<file path="config.mk">
export PLATFORM = sky130hd
export DESIGN_NAME = alu_shr_sub
export DESIGN_NICKNAME = d
export VERILOG_FILES = /design/src/rtl/alu_shr_sub.sv
export SDC_FILE = /design/constraint.sdc
export NUM_CORES = 1
export LEC_CHECK = 0
export ABC_AREA = 1
export CORE_MARGIN = 5
export CORE_UTILIZATION = 50
export DETAILED_ROUTE_END_ITERATION = 8
export PLACE_DENSITY = 0.76
export REMOVE_ABC_BUFFERS = 1
export SYNTH_ARGS = -nofsm -noshare
export SYNTH_HDL_FRONTEND = slang
export SYNTH_SLANG_ARGS = --single-unit
</file>
<file path="constraint.sdc">
create_clock -name clk -period 2.55 [get_ports clk]
set_clock_uncertainty 0.05 [all_clocks]
set_input_delay 0.255 -clock clk [delete_from_list [all_inputs] [get_ports clk]]
set_output_delay 0.255 -clock clk [all_outputs]
set_load 0.005 [all_outputs]
</file>
<file path="src/rtl/alu_shr_sub.sv">
// Multi-cycle subtract / shift-right unit with Start/Busy/Done handshake.
// Define SHR_ARITH_EN for an arithmetic (sign-filling) shift; the default is a logical shift.
module alu_shr_sub (
  input  logic       clk,
  input  logic       rst_n,
  input  logic       Start,
  input  logic [7:0] A,
  input  logic [7:0] B,
  input  logic       Control,
  output logic       Busy,
  output logic       Done,
  output logic [7:0] Result,
  output logic       Zero,
  output logic       Carry
);

  typedef enum logic [1:0] {IDLE, SHIFT, DONE} state_t;

  state_t     state, state_nx;
  logic [7:0] sr, sr_nx, res_nx;
  logic [3:0] cnt, cnt_nx, cnt_ld;
  logic       fill, fill_nx, zero_nx, carry_nx;
  logic [8:0] diff;
  logic [7:0] sr_sh;

  // bit 8 of the widened difference is the unsigned borrow
  assign diff   = {1'b0, A} - {1'b0, B};
  assign cnt_ld = (B >= 8'd8) ? 4'd8 : B[3:0];
  assign sr_sh  = {fill, sr[7:1]};

  assign Busy = (state == SHIFT);
  assign Done = (state == DONE);

  always_comb begin
    state_nx = state;
    sr_nx    = sr;
    cnt_nx   = cnt;
    fill_nx  = fill;
    res_nx   = Result;
    zero_nx  = Zero;
    carry_nx = Carry;
    case (state)
      IDLE, DONE: begin
        state_nx = IDLE;
        if (Start) begin
          if (!Control) begin
            res_nx   = diff[7:0];
            carry_nx = diff[8];
            zero_nx  = (diff[7:0] == 8'd0);
            state_nx = DONE;
          end else begin
            sr_nx  = A;
            cnt_nx = cnt_ld;
`ifdef SHR_ARITH_EN
            fill_nx = A[7];
`else
            fill_nx = 1'b0;
`endif
            if (cnt_ld == 4'd0) begin
              res_nx   = A;
              carry_nx = 1'b0;
              zero_nx  = (A == 8'd0);
              state_nx = DONE;
            end else begin
              state_nx = SHIFT;
            end
          end
        end
      end
      SHIFT: begin
        sr_nx  = sr_sh;
        cnt_nx = cnt - 4'd1;
        // outputs only see the final shifted value, never intermediates
        if (cnt == 4'd1) begin
          res_nx   = sr_sh;
          carry_nx = sr[0];
          zero_nx  = (sr_sh == 8'd0);
          state_nx = DONE;
        end
      end
      default: state_nx = IDLE;
    endcase
  end

  always_ff @(posedge clk or negedge rst_n) begin
    if (!rst_n) begin
      state  <= IDLE;
      sr     <= 8'd0;
      cnt    <= 4'd0;
      fill   <= 1'b0;
      Result <= 8'd0;
      Zero   <= 1'b1;
      Carry  <= 1'b0;
    end else begin
      state  <= state_nx;
      sr     <= sr_nx;
      cnt    <= cnt_nx;
      fill   <= fill_nx;
      Result <= res_nx;
      Zero   <= zero_nx;
      Carry  <= carry_nx;
    end
  end

endmodule
</file>
After elaboration in Yosys (flattened, before gate mapping)
Cells that the tools add are included.
Operators by class
  $lt $le $gt $ge: 1
  muxes and demuxes: 27
  add/subtract/negate cells: 2
  equal/unequal tests: 7
  reductions and logical operators: 9
Operators with widths (number)
  8-bit 2-to-1 mux: 6
  8-bit one-hot mux with 2 select lines: 2
  8-bit zero test: 3
  4-bit 2-to-1 mux: 3
  8-bit by 8-bit subtractor with 9-bit output: 1
  8-bit by 4-bit greater-or-equal comparator with 1-bit output (second input constant): 1
  1-bit 2-to-1 mux: 8
  2-bit 2-to-1 mux: 4
  4-bit one-hot mux with 2 select lines: 1
  4-bit by 1-bit equality test with 1-bit output (second input constant): 1
  4-bit zero test: 1
  2-bit inequality test (second input constant): 2
  1-bit one-hot mux with 2 select lines: 2
  2-bit one-hot mux with 2 select lines: 1
  4-bit AND reduction: 1
  4-bit by 1-bit subtractor with 4-bit output (second input constant): 1
  3-bit inequality test (second input constant): 1
  3-bit AND reduction: 1
  2-bit by 1-bit equality test with 1-bit output (second input constant): 1
  2-bit equality test (second input constant): 1
  2-bit zero test: 1
  2-bit by 1-bit inequality test with 1-bit output (second input constant): 1
  2-bit nonzero test: 1
  2-bit OR reduction: 1
Storage, ports and cells
  word-level logic and storage cells: 52
  output and inout bits: 12
  register bits after elaboration: 24
  input port bits: 20

Logic depth before layout (Yosys ltp)
  depth in word-level cells: 7
  gate-level depth with buffers: 15

Worst setup path after synthesis
No wires, ideal clock.
  path type: input -> register
  start: input port A[0]
  end: register Zero
  arrival: 1.608 ns
  stages on the path: 13
  data required time: 2.427 ns
  slack: 0.819 ns
  path buffers: 0
  cells stage by stage: inv_1 -> ha_1 -> inv_1 -> fa_1 -> nor2_1 -> nand2_1 -> nor2_1 -> nand3_1 -> nor2_1 -> nand2_1 -> nand2_1 -> nand2_1 -> a21oi_1
On the way
  word-level cells in the longest chain between the ends: 5
  elaborated cells between the ends (all ways): 7
Ends and longest elaborated chain
  start, declared: RTL line 7  | input logic [7:0] A,
  8-bit by 8-bit subtractor with 9-bit output or 8-bit zero test (tied branches): RTL line 27, 62
  8-bit zero test or 1-bit 2-to-1 mux (tied branches): RTL line 49, 59
  1-bit 2-to-1 mux *: RTL line 46  | if (!Control) begin
  1-bit 2-to-1 mux *: RTL line 45  | if (Start) begin
  1-bit one-hot mux with 2 select lines *: RTL line 42  | case (state)
  end signal, assigned: RTL line 100  | Zero <= zero_nx;
  end, declared: RTL line 13  | output logic Zero,
Mark *: on every way between the ends. The rest lies on a longest branch, timed or not. The select of a mux whose other input is x is not followed.
A chain may end at the register's enable or synchronous reset.

Final worst setup path
  start: register state[1]
  end: output port Busy
On the way
  word-level cells in the longest chain between the ends: 1
Ends and longest elaborated chain
  start, declared: RTL line 19  | state_t state, state_nx;
  start signal, assigned: RTL line 95  | state <= state_nx;
  2-bit by 1-bit equality test with 1-bit output: RTL line 31  | assign Busy = (state == SHIFT);
  end, declared: RTL line 10  | output logic Busy,
No other way between the ends.

==> summary.md <==
| Metric | Value |
|---|---|
| Final Hold Vio Count | 0 |
| Final WL | 4150 µm |
| Sequential-to-total area share from yosys stat | 0.333 |
| Lkg Pwr | 0.00108 µW |
| Detailed Routing Iterations Pass 1 | 5 |
| Grt ovf | 0 |
| Share of synthesized registers carrying an async set or reset | 1.00 |
| Standard cell with the maximum stage delay on the critical path | clkdlybuf4s50_1 |
| Number of distinct library cells after synthesis | 38 |
| Number of CTS-inserted buffers | 3 |
| Maximum ir drop on the vdd rail | 396 µV |
| Avg Vias per Cell | 5.21 |
| Pin count of the biggest net entering global routing | 25 |
| Finished layout cell area | 0.00219 mm² |
| Most frequent cells after synthesis | nand2_1 (60), inv_1 (34), dfrtp_1 (23) |
| Min cycle time layout | 2.13 ns |
| Cell area after placement | 0.00215 mm² |
| Hold-fix buffers, CTS | 0 |
| Peak fanout along the critical path | 22 |
| Maximum clock frequency | 470 MHz |
| Average size of a mapped cell | 7.44 µm² |
| TritonCTS clock tree | built |
| Most frequently used cell type in the post-synthesis netlist | nand2_1 |
| Post-layout instance count excluding filler cells | 321 |
| Arrival time at the worst endpoint | 1.82 ns |
| Post-CTS repair timing setup buffer count | 0 |
| Half-perimeter wire length after placement | 3290 µm |
| RSZ-0062 raised after global routing | no |
| Kind of start point of the critical path | register |
| Setup TNS | 0 ns |
| Leading register cell type out of synthesis | dfrtp_1 |
| Register-to-register setup slack | 0.74 ns |
| Category of the worst setup path capture point | output pin |
| P&R area growth vs syn | 21.1% |
| Cell taking the most area after synthesis | dfrtp_1 |
| Worst setup slack before clock tree synthesis | 0.133 ns |
| Initial antenna violation count | 0 |
| Worst Path Required | 2.25 ns |
| Share of the synthesized area in the top cell type | 0.319 |
| Detailed router's first-iteration violation count | 120 |
| Global-route wire length before repair | 7040 µm |
| Crit-path cells | inv_1 > nand2_2 > inv_2 > clkdlybuf4s50_1 |
| Delay-heaviest family, CP | buffers and inverters |
| GR Util All Layers | 0.169 |
| Proportion of layout cells with a drive suffix above 1 | 0.145 |
| Boundary pin count | 32 |
| Antenna cells | 0 |
| Final antenna-violating net count | 0 |
| Clock root cell | clkbuf_4 |
| Post-route core utilization | 0.640 |
| PostCTS Resize Cnt | 0 |
| Power per unit of standard cell area | 871 mW/mm² |
| Maximum level of the CTS H-tree | 1 |
| Max-cap violations | 0 |
| Worst slew margin relative to its limit | 0.734 |
| Port bufs | 31 |
| GP Congestion | 0.912 |
| Clk Latency, worst-skew pair | 0.31 ns |
| Clock-pin slew reported for the worst setup and hold paths after clock tree synthesis | 0.13 ns |
| Synth Cell Area | 0.00181 mm² |
| Final net count | 307 |
| Count of final max-slew check failures | 0 |
| Count of warnings emitted by yosys | 0 |
| Cell count after placement | 317 |
| Via count of the routed design | 1,671 |
| Critical path start-end classification | register to output pin |
| Share of the clock period used by the worst path after layout | 0.834 |
| Initial core utilization | 0.529 |
| Total die area | 0.00492 mm² |
| X dimension of the die | 70.1 µm |
| Status | completed |
| Number of placement rows | 21 |
| Number of sinks handled by clock tree synthesis | 24 |
| Cell count after synthesis | 243 |
| Type of the tightest min-delay check | primary input to asynchronous set/reset pin |
| Vertical die dimension | 70.1 µm |
| Vias in the first global route | 1,573 |
| Stage delay of the slowest cell on the critical path | 0.53 ns |
| Placeable core region | 0.00342 mm² |
| Worst-margin pin slew | 0.397 ns |
| Post-synth EDFFs | 0 |
| DRC errors left | 0 |
| Buffer and inverter count on the worst path | 3 |
| PnR worst setup slack | 0.424 ns |
| Routed len/inst | 12.9 µm |
| Maximum clock path buffer count | 2 |
| Setup-failing EPs final | 0 |
| Cell types occupying the most area after synthesis | dfrtp_1 (32%), nand2_1 (12%), inv_1 (7.1%) |
| Synthesis-stage register bit count | 24 |
## per-stage QoR
stage                     hold WS [ns]  total power (µW)
after detailed placement         0.420              1710
after CTS                        0.253              1910
after floorplan                -0.0906              1330
after global routing             0.266              2070
after global placement           0.412              1700
final                            0.249              1910
## layout make-up
class / count / area (µm²)
fill: 316 / 1230
timing repair buffer: 33 / 325
clock buffer: 4 / 36.3
multi-input combinational: 173 / 1010
inverter: 41 / 154
sequential: 24 / 602
tap: 46 / 57.6
## report_power, final
part | switching [µW] | internal, µW | total [µW] | leakage [µW]
logic | 581 | 466 | 1050 | 0.000761
registers | 94.9 | 562 | 657 | 0.000296
clock network | 115 | 87.0 | 202 | 0.0000210
total | 790 | 1120 | 1910 | 0.00108
## worst paths after layout
check,to,from,cells past startpoint
worst max-delay path,Busy,state[1],4
worst min-delay path,cnt[3],rst_n,2
worst max register to register,Result[5],state[0],6
worst min register to register,Result[6],Result[6],2
max in group asynchronous,Zero,rst_n,2
min in group clk,Result[6],Result[6],2
## flip-flops by register name, summed over array words and instances (netlist names)
name,flops
Zero,1
Result,8
Carry,1
cnt,4
sr,8
state,2
## placed cells by master (no fill, tap or decap), types with 2 or more instances in the layout
master	instances
ha_1	10
a31oi_1	3
clkbuf_4	3
o21ai_1	3
inv_1	34
a21oi_1	14
or2_2	2
nand2_2	7
inv_2	7
nand3_1	11
nor4_1	3
nand3_2	4
o21ai_0	12
nor3_1	2
o211ai_1	3
buf_4	2
or2_4	2
clkdlybuf4s50_1	31
nor2_1	15
o221ai_1	3
o21ai_2	5
nand2_1	60
xor2_1	2
dfrtp_1	23
## routing by layer
metal / vias to the layer above / global-route usage / part of all wire / wire, µm
met5: - / 0 / 0 / 0
met1: 746 / 0.236 / 0.47 / 1950
li1: 856 / - / - / -
met4: 0 / 0.0404 / 0.011 / 46
met2: 65 / 0.283 / 0.45 / 1870
met3: 4 / 0.0129 / 0.068 / 284
## kinds of logic after synthesis
group,count (synthesis),synth area share
and+or+nand+nor,113,0.307
adders and majority gates,11,0.0803
buffers and inverters,46,0.107
AOI/OAI and AO/OA,46,0.158
xor gates and xnor gates,3,0.0145
DFF,24,0.333
Power figures use the tool's default switching activity.
